`src/rtl/uart_pkg.sv`:
```
// uart_pkg: shared types and defaults for the UART transmit path
package uart_pkg;
  localparam int DATA_WIDTH = 8;
  typedef enum logic [1:0] {IDLE, FETCH, SEND} tx_state_t;
endpackage

```
`src/rtl/tx_drain_ctrl.sv`:
```
// tx_drain_ctrl: drains the TX FIFO into the transmitter one byte at a time and counts accepted bytes
module tx_drain_ctrl
  import uart_pkg::*;
#(
  parameter int DataWidth  = DATA_WIDTH,
  parameter int CountWidth = 16
) (
  input  logic                  i_clk,
  input  logic                  i_rst_n,
  input  logic                  i_enable,
  input  logic                  i_cts_n,
  input  logic                  i_fifo_empty,
  output logic                  o_fifo_rd_en,
  input  logic [DataWidth-1:0]  i_fifo_rd_data,
  output logic [DataWidth-1:0]  o_tx_data,
  output logic                  o_tx_valid,
  input  logic                  i_tx_ready,
  input  logic                  i_count_clr,
  output logic [CountWidth-1:0] o_tx_count,
  output logic                  o_busy
);
  tx_state_t state, state_nxt;
  logic go;
  assign go = i_enable && !i_cts_n && !i_fifo_empty;
  always_ff @(posedge i_clk) begin
    if (!i_rst_n) state <= IDLE;
    else          state <= state_nxt;
  end
  always_comb begin
    state_nxt = state == IDLE  ? (go ? FETCH : IDLE) :
                state == FETCH ? SEND :
                state == SEND  ? (i_tx_ready ? (go ? FETCH : IDLE) : SEND) :
                IDLE;
  end
  always_comb begin
    o_fifo_rd_en = i_rst_n && go && (state == IDLE || (state == SEND && i_tx_ready));
    o_tx_valid   = i_rst_n && state == SEND;
    o_busy       = i_rst_n && state != IDLE;
  end
  always_ff @(posedge i_clk) begin
    if (!i_rst_n)            o_tx_data <= '0;
    else if (state == FETCH) o_tx_data <= i_fifo_rd_data;
  end
  always_ff @(posedge i_clk) begin
    if (!i_rst_n || i_count_clr)     o_tx_count <= '0;
    else if (o_tx_valid && i_tx_ready) o_tx_count <= o_tx_count + CountWidth'(1);
  end
endmodule

```
`config.mk`:
```
export PLATFORM = sky130hd
export DESIGN_NAME = tx_drain_ctrl
export DESIGN_NICKNAME = d
export VERILOG_FILES = /design/src/rtl/uart_pkg.sv /design/src/rtl/tx_drain_ctrl.sv
export SDC_FILE = /design/constraint.sdc
export NUM_CORES = 1
export LEC_CHECK = 0
export CAP_MARGIN = 20
export CORE_ASPECT_RATIO = 1.5
export CORE_MARGIN = 8
export CORE_UTILIZATION = 25
export DETAILED_ROUTE_END_ITERATION = 8
export PLACE_DENSITY = 0.46
export SLEW_MARGIN = 20
export SYNTH_ARGS = -nofsm -noshare
export SYNTH_HDL_FRONTEND = slang
export SYNTH_SLANG_ARGS = --single-unit
```
`constraint.sdc`:
```
create_clock -name i_clk -period 2.2 [get_ports i_clk]
set_input_delay 0.55 -clock i_clk [delete_from_list [all_inputs] [get_ports i_clk]]
set_output_delay 0.55 -clock i_clk [all_outputs]
set_load 0.005 [all_outputs]
```
==> results of run 1 <==
[kinds of logic after synthesis]
group / count (synthesis)
simple gates: 67
buf+inv: 7
xor+xnor: 7
fa+ha+maj: 1
flops: 26
compound gates: 27
[layout make-up]
type	instances	area, sq um
Multi-Input combinational cell	102	629
Sequential cell	26	520
Fill cell	473	2740
Inverter	2	7.51
Timing Repair Buffer	50	478
Clock inverter	1	30.0
Tap cell	48	60.1
Clock buffer	3	41.3
[worst max-delay path by stage]
stage                      to  slack (ns)  cells past startpoint  startpoint
4_1_cts          o_fifo_rd_en       -0.11                      5  i_tx_ready
5_1_grt            o_tx_valid        0.04                      4     i_rst_n
2_1_floorplan  o_tx_count[13]        0.43                      4     i_rst_n
3_5_place_dp     o_fifo_rd_en       -0.45                      5  i_tx_ready
6_report           o_tx_valid        0.08                      4     i_rst_n
3_3_place_gp     o_fifo_rd_en       -0.42                      5  i_tx_ready
[per-layer routing]
| layer | up-vias | global-route usage | routed length, microns |
|---|---|---|---|
| met5 | - | 0 | 0 |
| met4 | 0 | 0.0379 | 51 |
| met3 | 5 | 0.0379 | 252 |
| met2 | 30 | 0.164 | 1540 |
| met1 | 510 | 0.0857 | 1250 |
| li1 | 568 | - | - |
[registers in the layout (all words and copies together) (netlist names)]
| register | count |
|---|---|
| state | 2 |
| o_tx_data | 8 |
| o_tx_count | 16 |
[cells in the final DEF (no fill, tap or decap), types with 2 or more instances in the layout]
cell type,instances
a21oi_1,7
clkdlybuf4s50_1,38
buf_4,8
o21ai_0,4
inv_1,2
nand2_1,28
nor3_1,3
nor4_1,2
a31oi_1,2
clkbuf_8,3
or2b_1,2
or3_1,3
dfxtp_1,26
a31o_2,3
xnor2_1,6
a41o_1,2
nor2_1,12
nand3_1,3
a21boi_0,8
[stage by stage]
step	std cells	TNS, ns
3_5_place_dp	226	-2.90
6_report	232	0
3_3_place_gp	226	-2.37
5_1_grt	232	0
2_1_floorplan	135	0
4_1_cts	232	-0.108
[tightest hold or removal path: stages (launching register included)]
cell,delay (ns)
dfxtp_1,0.32
nand2_1,0.05
a21boi_0,0.06
[power by group]
| part | internal (mW) | leakage [nW] | switching [mW] | total (mW) |
|---|---|---|---|---|
| Sequential | 0.474 | 0.210 | 0.00275 | 0.477 |
| Clock | 0.243 | 0.0357 | 0.156 | 0.400 |
| Combinational | 0.0436 | 0.419 | 0.0267 | 0.0703 |
| Total | 0.761 | 0.665 | 0.186 | 0.947 |
[timing repair]
action | in CTS | in global routing
setup endpoints to repair | 3 | 1
pin swaps | 0 | 1
buffers inserted | 2 | 0
hold buffers | 0 | 0
gates cloned | 0 | 0
gates resized for setup | 6 | 2
==> reports/results.tsv, run 1 <==
stage	metric	value	unit
setup_path	Crit Reg-Reg Endpoint	o_tx_count[11]	
logic_synthesis	register area share after synthesis	0.445	
grt	first-pass GRT wire length	5.30	mm
clock_tree	H-tree levels	1	
logic_synthesis	#FFs+latches synth	26	
die	Die Y	99.8	microns
clock_tree	clk_lat worst skew	0.27	ns
setup_path	R2R Setup Slk	0.45	ns
logic_synthesis	number of flops mapped to enable cells by yosys	0	
logic_synthesis	Synth top area share	0.445	
timing	final worst path period need	2.12	ns
logic_synthesis	Synth Instances	135	
routing	DRC	0	
grt	initial antenna violation count	0	
timing	Slew Viols, Final	0	
logic_synthesis	synth warn	0	
logic_synthesis	complex-gate fraction of the synthesized area	0.155	
die	Chip Width	71.9	microns
cells_and_area	Final #Nets	201	
setup_path	WS Path Type	input pin to primary output	
logic_synthesis	largest family of logic cells by synthesized area	simple AND/OR/NAND/NOR gates	
power_and_ir_drop	leakage	0.665	nW
logic_synthesis	post-synthesis xor/xnor area fraction	0.0524	
setup_path	largest fanout on the critical path	4	
placement	Detail Placement HPWL	2.47	mm
cells_and_area	ANT cells	0	
clock_tree	clk buf depth	2	
logic_synthesis	count leader, synth	nand2_1	
power_and_ir_drop	PwrDens	536	mW/mm^2
logic_synthesis	Synth Cell Area	0.00117	sq mm
cells_and_area	Finished Cell Area	0.00177	sq mm
setup_path	RR Startpoint	o_tx_count[3]	
min_path	Hold Path End	o_tx_data[2]	
routing	Via Count	1113	
power_and_ir_drop	Peak VDD IR	0.217	mV
min_path	hold_sp	o_tx_data[2]	
power_and_ir_drop	Power Total	0.947	mW
timing	top achievable clock speed	471	MHz
placement	PortBufs	41	
logic_synthesis	post-synth net total	151	
routing	Post-Route WL	3.09	mm
setup_path	Critical Path AT	1.57	ns
die	Std-Cell Rows	30	
min_path	Hold Crit Depth	2	
clock_tree	clock tree root driver cell	clkbuf_8	
logic_synthesis	post-synthesis async set-or-reset flop share	0	
routing	Via density	4.80	
cells_and_area	share of cells above drive strength 1	0.114	
die	initial core utilization	0.260	
placement	worst slack, placed	-0.445	ns
logic_synthesis	Distinct cells, synth	33	
clock_tree	CTS tree	yes	
setup_path	slowest CP cell	clkdlybuf4s50_1	
flow_run	max cap viols	0	
timing	skew final	0.00192	ns
die	core box area	0.00450	sq mm
setup_path	Critical Path RT	1.65	ns
timing	pin slew with the least headroom to its limit	0.379	ns
logic_synthesis	Synth Area in Adders	0.0107	
grt	Congestion Overflow GR	0	
timing	RSZ-0062 raised after global routing	false	
grt	largest net degree at the start of global routing	16	
clock_tree	Num CTS Buffers	3	
die	total die area	0.00717	sq mm
setup_path	crit-path cells	dlygate4sd2_1, buf_6, and3b_1, clkdlybuf4s50_1	
logic_synthesis	post-synthesis simple-gate area fraction	0.314	
logic_synthesis	Synth area leader	dfxtp_1	
timing	final setup fails	0	
logic_synthesis	Top FF cell, synth	dfxtp_1	
timing	Tcrit/Tclk final	0.965	
logic_synthesis	post-synthesis mux area share	0	
setup_path	Register-to-Register Path Depth	4	
timing	setup slack after layout	0.0778	ns
grt	number of global-route vias before repair	1206	
placement	Final Wtd Congestion	0.658	
cells_and_area	area overhead of the layout relative to synthesis	51.0	%
setup_path	Setup crit end kind	primary output	
setup_path	crit-path max cell delay	0.50	ns
grt	GRT Util Overall	0.0903	
routing	initial DRC count	31	
routing	DRT Pass-1 Iters	4	
setup_path	kind of launch point of the worst setup path	input pin	
cells_and_area	Core Util, Final	0.392	
routing	Avg WL per Cell	13.3	microns
timing	Final Hold Slack	0.469	ns
placement	Placed Area	0.00167	sq mm
logic_synthesis	top cells by area, synth	dfxtp_1 44%, nand2_1 9.0%, a21boi_0 5.1%, xnor2_1 4.5%, nor2_1 3.9%	
routing	post-route ant nets	0	
clock_tree	clk sinks	26	
min_path	min-delay worst type	register to register	
timing	Rel. slew slack	0.747	
timing	number of hold violations in the final report	0	
logic_synthesis	Synth top cells by count	28 x nand2_1, 26 x dfxtp_1, 12 x nor2_1	
die	IO Pins	42	
logic_synthesis	mean post-synth cell area	8.67	sq um
outcome	status	finished clean	
setup_path	Worst Path Buf+Inv	3	
clock_tree	clock transition at the registers of the reported paths	0.09	ns
setup_path	cell family with the largest share of critical-path delay	buffers and inverters	
No activity file was read; power rests on OpenSTA's default activity.
==> inputs of run 2 (changes only) <==
--- a/config.mk
+++ b/config.mk
@@ -11,7 +11,7 @@
 export CORE_UTILIZATION = 25
 export DETAILED_ROUTE_END_ITERATION = 8
 export PLACE_DENSITY = 0.46
-export SLEW_MARGIN = 20
+export SLEW_MARGIN = 25
 export SYNTH_ARGS = -nofsm -noshare
 export SYNTH_HDL_FRONTEND = slang
 export SYNTH_SLANG_ARGS = --single-unit
==> constraint.sdc (replaced) <==
create_clock -name i_clk -period 2.2 [get_ports i_clk]
set_input_delay 0.33 -clock i_clk [delete_from_list [all_inputs] [get_ports i_clk]]
set_output_delay 0.33 -clock i_clk [all_outputs]
set_load 0.005 [all_outputs]
==> run 2 against run 1 <==
- sequential share of layout area is 0.29 points higher
- highest routed layer unchanged
- global-route usage grew 0.49 points
- wire length up 0.13%
- largest cell class unchanged
- design area shrank 0.99%
- core utilization is 0.39 points lower
- hold slack worse by 0.0062 ns
- total power shrank 0.89%
- register-to-register slack lost 0.02 ns
- worst setup slack improved by 0.28 ns
- non-clock buffer count is 3 lower
==> reports/results.tsv, run 2 (synthesis results as in run 1) <==
stage	metric	value	unit	change
cells_and_area	Regs by FF count	o_tx_count: 16 flops, o_tx_data: 8 flops, state: 2 flops		unchanged
die	core box area	0.00450	sq mm	unchanged
setup_path	RR Startpoint	o_tx_count[3]		unchanged
outcome	status	finished clean		unchanged
min_path	min-delay worst type	register to register		unchanged
timing	Slew Viols, Final	0		unchanged
timing	post-route setup TNS	0	ns	unchanged
setup_path	Crit Reg-Reg Endpoint	o_tx_count[13]		was o_tx_count[11]
die	Chip Width	71.9	microns	unchanged
routing	Via Count	1080		was 1113
clock_tree	# hold bufs at CTS	0		unchanged
cells_and_area	Biggest register	o_tx_count		unchanged
grt	largest net degree at the start of global routing	16		unchanged
grt	GR Util met1	0.0928		was 0.0857
setup_path	cell family with the largest share of critical-path delay	simple AND/OR/NAND/NOR gates		was buffers and inverters
routing	Via density	4.72		was 4.80
setup_path	R2R Setup Slk	0.43	ns	was 0.45 ns
clock_tree	clock transition at the registers of the reported paths	0.09	ns	about the same
placement	Detail Placement HPWL	2.48	mm	was 2.47 mm
die	Die Y	99.8	microns	unchanged
routing	DRT Pass-1 Iters	4		unchanged
clock_tree	clk sinks	26		unchanged
placement	Final Wtd Congestion	0.682		was 0.658
grt	number of global-route vias before repair	1222		was 1206
cells_and_area	area overhead of the layout relative to synthesis	49.5	%	was 51.0%
cells_and_area	Final #Nets	198		was 201
clock_tree	clock tree root driver cell	clkbuf_8		unchanged
clock_tree	H-tree levels	1		unchanged
grt	met2 Track Usage GR	0.170		was 0.164
timing	RSZ-0062 raised after global routing	false		unchanged
timing	final worst path period need	1.84	ns	was 2.12 ns
placement	PortBufs	41		unchanged
setup_path	slowest CP cell	or4_4		was clkdlybuf4s50_1
clock_tree	CTS tree	yes		unchanged
die	total die area	0.00717	sq mm	unchanged
routing	Avg WL per Cell	13.5	microns	was 13.3 microns
timing	final setup fails	0		unchanged
die	Std-Cell Rows	30		unchanged
grt	grt met3 use	0.0389		was 0.0379
clock_tree	clk_lat worst skew	0.27	ns	about the same
placement	Placed Area	0.00167	sq mm	about the same
clock_tree	clk buf depth	2		unchanged
grt	first-pass GRT wire length	5.54	mm	was 5.30 mm
min_path	hold_sp	o_tx_data[0]		was o_tx_data[2]
min_path	Hold Crit Depth	2		unchanged
cells_and_area	ANT cells	0		unchanged
routing	Post-Route WL	3.09	mm	about the same
setup_path	largest fanout on the critical path	4		unchanged
cells_and_area	commonest non-fill, non-tap cell in the layout	clkdlybuf4s50_1		unchanged
setup_path	Worst Path Buf+Inv	2		was 3
timing	number of hold violations in the final report	0		unchanged
clock_tree	postcts setup bufs	0		was 2
cells_and_area	Finished Cell Area	0.00175	sq mm	was 0.00177 sq mm
power_and_ir_drop	Peak VDD IR	0.185	mV	was 0.217 mV
setup_path	crit-path cells	clkdlybuf4s50_1, buf_4, nand4b_4, or4_4, or3_1, a21oi_1		was dlygate4sd2_1, buf_6, and3b_1, clkdlybuf4s50_1
clock_tree	Post-CTS Resized	0		was 6
die	IO Pins	42		unchanged
routing	DRC	0		unchanged
cells_and_area	max FFs per register	16		unchanged
timing	Final Hold Slack	0.463	ns	was 0.469 ns
grt	busiest grt layer	met2		unchanged
flow_run	max cap viols	0		unchanged
cells_and_area	commonest non-fill, non-tap cells in the layout	39 x clkdlybuf4s50_1, 28 x nand2_1, 26 x dfxtp_1, 12 x nor2_1, 8 x a21boi_0		was 38 x clkdlybuf4s50_1, 28 x nand2_1, 26 x dfxtp_1, 12 x nor2_1
setup_path	CP endpoint	o_tx_count[13]		was o_tx_valid
cells_and_area	share of cells above drive strength 1	0.0939		was 0.114
setup_path	crit-path max cell delay	0.56	ns	was 0.50 ns
setup_path	Critical Path RT	2.41	ns	was 1.65 ns
power_and_ir_drop	leakage	0.663	nW	was 0.665 nW
routing	initial DRC count	36		was 31
setup_path	CP Depth	6		was 4
timing	Rel. slew slack	0.755		was 0.747
power_and_ir_drop	PwrDens	537	mW/mm^2	was 536 mW/mm^2
clock_tree	Num CTS Buffers	3		unchanged
timing	pin slew with the least headroom to its limit	0.365	ns	was 0.379 ns
setup_path	Register-to-Register Path Depth	4		unchanged
grt	initial antenna violation count	0		unchanged
timing	Tcrit/Tclk final	0.837		was 0.965
die	initial core utilization	0.260		unchanged
setup_path	kind of launch point of the worst setup path	input pin		unchanged
grt	Congestion Overflow GR	0		unchanged
setup_path	Critical Path AT	2.05	ns	was 1.57 ns
timing	top achievable clock speed	543	MHz	was 471 MHz
setup_path	WS Path Type	input pin to register		was input pin to primary output
setup_path	Setup crit start	i_tx_ready		was i_rst_n
timing	skew final	0.00156	ns	was 0.00192 ns
routing	post-route ant nets	0		unchanged
setup_path	Setup crit end kind	register		was primary output
grt	GRT Util Overall	0.0952		was 0.0903
run 2: changes by cell type in the layout (fill, tap and decap cells not counted):
cell,before,now
buf_4,8,6
buf_2,1,0
buf_6,1,0
clkdlybuf4s50_1,38,39
dlygate4sd2_1,1,0
dlymetal6s2s_1,1,2
run 2: final cells by class:
class	count	area, sq um
clock buffer	3	41.3
fill	492	2760
multi-input combinational	102	629
tap	48	60.1
clock inverter	1	30.0
timing repair buffer	47	460
inverter	2	7.51
sequential	26	520
run 2: per-layer routing:
layer  routed length [microns]  vias up
met4                        61        0
met1                      1190      484
met2                      1570       32
li1                          -      559
met5                         0        -
met3                       275        5
run 2: where the power goes:
part           switching, mW  internal (mW)
combinational         0.0256         0.0413
clock                  0.151          0.243
sequential           0.00324          0.474
run 2: worst min path at each step:
| stage | endpoint | slack, ns |
|---|---|---|
| 2_1_floorplan | state[0] | 0.41 |
| 3_3_place_gp | o_tx_data[0] | 0.45 |
| 3_5_place_dp | o_tx_data[7] | 0.46 |
| 4_1_cts | o_tx_data[0] | 0.47 |
| 5_1_grt | o_tx_data[7] | 0.49 |
| 6_report | o_tx_data[0] | 0.46 |
run 2: per-stage QoR:
stage	setup WS, ns	util	std cells	power (mW)
floorplan	0.548	-	135	0.510
global placement	0.0196	0.370	225	0.555
detailed placement	0.0279	0.370	225	0.556
CTS	0.0184	0.386	229	0.960
global route	0.255	0.388	229	0.980
finish	0.360	0.388	229	0.939
run 2: tightest hold or removal path, delay by kind of cell (launching register included):
kind | cells | cell delay, ns
flip-flops | 1 | 0.32
AO/OA/AOI/OAI | 1 | 0.06
AND/OR/NAND/NOR | 1 | 0.04
==> inputs of run 3 (changes only) <==
==> constraint.sdc (replaced) <==
create_clock -name i_clk -period 1.7 [get_ports i_clk]
set_input_delay 0.255 -clock i_clk [delete_from_list [all_inputs] [get_ports i_clk]]
set_output_delay 0.255 -clock i_clk [all_outputs]
set_load 0.005 [all_outputs]
==> run 3 against run 2 <==
- total power grew 30%
- sequential power grew 29%
- count of clock-buffer cells in the layout is the same
- hold slack lost 0.087 ns
- clock power grew 31%
==> reports/results.tsv, run 3 (synthesis results as in run 1) <==
stage	metric	value	unit	change
outcome	status	finished clean		unchanged
routing	Detail Route met2 WL	1.63	mm	was 1.57 mm
routing	Avg WL per Cell	13.1	microns	was 13.5 microns
placement	Placed Area	0.00174	sq mm	was 0.00167 sq mm
setup_path	R2R Setup Slk	0.11	ns	was 0.43 ns
setup_path	kind of launch point of the worst setup path	register		was input pin
clock_tree	clk sinks	26		unchanged
power_and_ir_drop	leakage	0.714	nW	was 0.663 nW
grt	first-pass GRT wire length	5.24	mm	was 5.54 mm
setup_path	Crit Reg-Reg Endpoint	o_tx_count[11]		was o_tx_count[13]
die	Die Y	99.8	microns	unchanged
die	initial core utilization	0.260		unchanged
cells_and_area	share of cells above drive strength 1	0.168		was 0.0939
clock_tree	H-tree levels	1		unchanged
cells_and_area	commonest non-fill, non-tap cell in the layout	clkdlybuf4s50_1		unchanged
routing	post-route ant nets	0		unchanged
cells_and_area	Regs by FF count	o_tx_count: 16 flops, o_tx_data: 8 flops, state: 2 flops		unchanged
placement	Final Wtd Congestion	0.704		was 0.682
die	Chip Width	71.9	microns	unchanged
grt	number of global-route vias before repair	1180		was 1222
flow_run	max cap viols	0		unchanged
setup_path	CP endpoint	o_tx_count[11]		was o_tx_count[13]
clock_tree	clk buf depth	2		unchanged
setup_path	largest fanout on the critical path	4		unchanged
die	Std-Cell Rows	30		unchanged
cells_and_area	commonest non-fill, non-tap cells in the layout	36 x clkdlybuf4s50_1, 28 x nand2_1, 24 x dfxtp_1, 16 x buf_4, 12 x nor2_1		was 39 x clkdlybuf4s50_1, 28 x nand2_1, 26 x dfxtp_1, 12 x nor2_1, 8 x a21boi_0
grt	initial antenna violation count	0		unchanged
routing	Post-Route WL	3.12	mm	was 3.09 mm
grt	largest net degree at the start of global routing	16		unchanged
cells_and_area	Biggest register	o_tx_count		unchanged
grt	Congestion Overflow GR	0		unchanged
placement	Detail Placement HPWL	2.55	mm	was 2.48 mm
clock_tree	clk_lat worst skew	0.27	ns	about the same
routing	DRC	0		unchanged
die	IO Pins	42		unchanged
clock_tree	clock tree root driver cell	clkbuf_8		unchanged
clock_tree	Num CTS Buffers	3		unchanged
routing	DRT Pass-1 Iters	2		was 4
cells_and_area	max FFs per register	16		unchanged
timing	pin slew with the least headroom to its limit	0.315	ns	was 0.365 ns
setup_path	Setup crit start	o_tx_count[4]		was i_tx_ready
timing	number of hold violations in the final report	0		unchanged
routing	Metal-1 WL	1.17	mm	was 1.19 mm
cells_and_area	area overhead of the layout relative to synthesis	55.6	%	was 49.5%
die	total die area	0.00717	sq mm	unchanged
timing	Rel. slew slack	0.788		was 0.755
routing	met3 WL	275	microns	unchanged
timing	Slew Viols, Final	0		unchanged
setup_path	Register-to-Register Path Depth	4		unchanged
placement	PortBufs	41		unchanged
timing	Tcrit/Tclk final	0.938		
clock_tree	clock transition at the registers of the reported paths	0.10	ns	was 0.09 ns
setup_path	WS Path Type	register to register		was input pin to register
clock_tree	# hold bufs at CTS	0		unchanged
setup_path	Critical Path AT	1.80	ns	was 2.05 ns
die	core box area	0.00450	sq mm	unchanged
timing	RSZ-0062 raised after global routing	false		unchanged
grt	GRT Util Overall	0.0907		was 0.0952
cells_and_area	ANT cells	0		unchanged
min_path	min-delay worst type	input pin to register		was register to register
setup_path	Critical Path RT	1.90	ns	was 2.41 ns
timing	final worst path period need	1.59	ns	
setup_path	RR Startpoint	o_tx_count[4]		was o_tx_count[3]
timing	skew final	0.0115	ns	was 0.00156 ns
timing	final setup fails	0		unchanged
cells_and_area	Filler cells	481		was 492
setup_path	Setup crit end kind	register		unchanged
routing	initial DRC count	35		was 36
power_and_ir_drop	Peak VDD IR	0.315	mV	was 0.185 mV
clock_tree	CTS tree	yes		unchanged
power_and_ir_drop	Power Total	1.22	mW	was 0.939 mW
cells_and_area	Final #Nets	208		was 198
cells_and_area	Finished Cell Area	0.00182	sq mm	was 0.00175 sq mm
timing	top achievable clock speed	627	MHz	
clock_tree	postcts setup bufs	0		unchanged
timing	post-route setup TNS	0	ns	unchanged
routing	Via density	4.65		was 4.72
routing	Via Count	1112		was 1080
power_and_ir_drop	PwrDens	672	mW/mm^2	was 537 mW/mm^2
routing	max layer used	met4		unchanged
==> run 3: cell count changes in the layout (fill, tap and decap cells not counted) <==
cell / before / now
nor4_2: 0 / 1
clkbuf_2: 0 / 1
dlymetal6s2s_1: 2 / 1
nor4_1: 2 / 1
buf_2: 0 / 1
dfxtp_4: 0 / 1
clkdlybuf4s50_1: 39 / 36
dfxtp_1: 26 / 24
dfxtp_2: 0 / 1
buf_4: 6 / 16
dlygate4sd2_1: 0 / 2
==> run 3: routing by layer <==
| metal | vias to the layer above | global-route usage |
|---|---|---|
| met5 | - | 0 |
| met4 | 0 | 0.0379 |
| met3 | 5 | 0.0419 |
| met2 | 30 | 0.168 |
| met1 | 498 | 0.0816 |
| li1 | 579 | - |
==> run 3: worst max-delay path, stage by stage, from the launching register on <==
cell	delay (ns)
dfxtp_1	0.40
nand3_1	0.14
or4_4	0.54
or3_1	0.31
a21oi_1	0.13
==> run 3: final cells by class <==
cell class	instances	area, sq um	share of cell area
well taps	48	60.1	0.0330
clock inverters	1	30.0	0.0165
flip-flops and latches	26	526	0.289
multi-input cells	102	636	0.349
inverters	2	7.51	0.00412
repair buffers	57	520	0.286
clock buffers	3	41.3	0.0227
==> run 3: worst min path at each step <==
stage / start / end / slack (ns) / cells after the start
6_report: i_rst_n / state[0] / 0.38 / 3
5_1_grt: i_rst_n / state[0] / 0.42 / 3
4_1_cts: o_tx_data[3] / o_tx_data[3] / 0.48 / 2
2_1_floorplan: i_cts_n / state[0] / 0.33 / 1
3_5_place_dp: o_tx_data[3] / o_tx_data[3] / 0.46 / 2
3_3_place_gp: o_tx_data[0] / o_tx_data[0] / 0.45 / 2
==> run 3: stage by stage <==
| step | hold WS [ns] | util | worst slack, ns | instances |
|---|---|---|---|---|
| after global placement | 0.453 | 0.387 | -0.375 | 235 |
| after global routing | 0.423 | 0.404 | 0.00915 | 239 |
| final | 0.376 | 0.404 | 0.105 | 239 |
| after floorplan | 0.332 | - | 0.0483 | 135 |
| after detailed placement | 0.461 | 0.387 | -0.465 | 235 |
| after CTS | 0.476 | 0.404 | 0.0170 | 239 |
==> run 3: power breakdown <==
part           internal, mW  switching [mW]
clock network         0.315           0.200
logic                0.0572          0.0353
registers             0.613         0.00350
==> run 3: repair_timing <==
action / CTS / global route
resized for setup: 11 / 4
endpoints found under the hold margin: 0 / 0
pin swaps: 2 / 1
endpoints found under the setup margin: 10 / 2
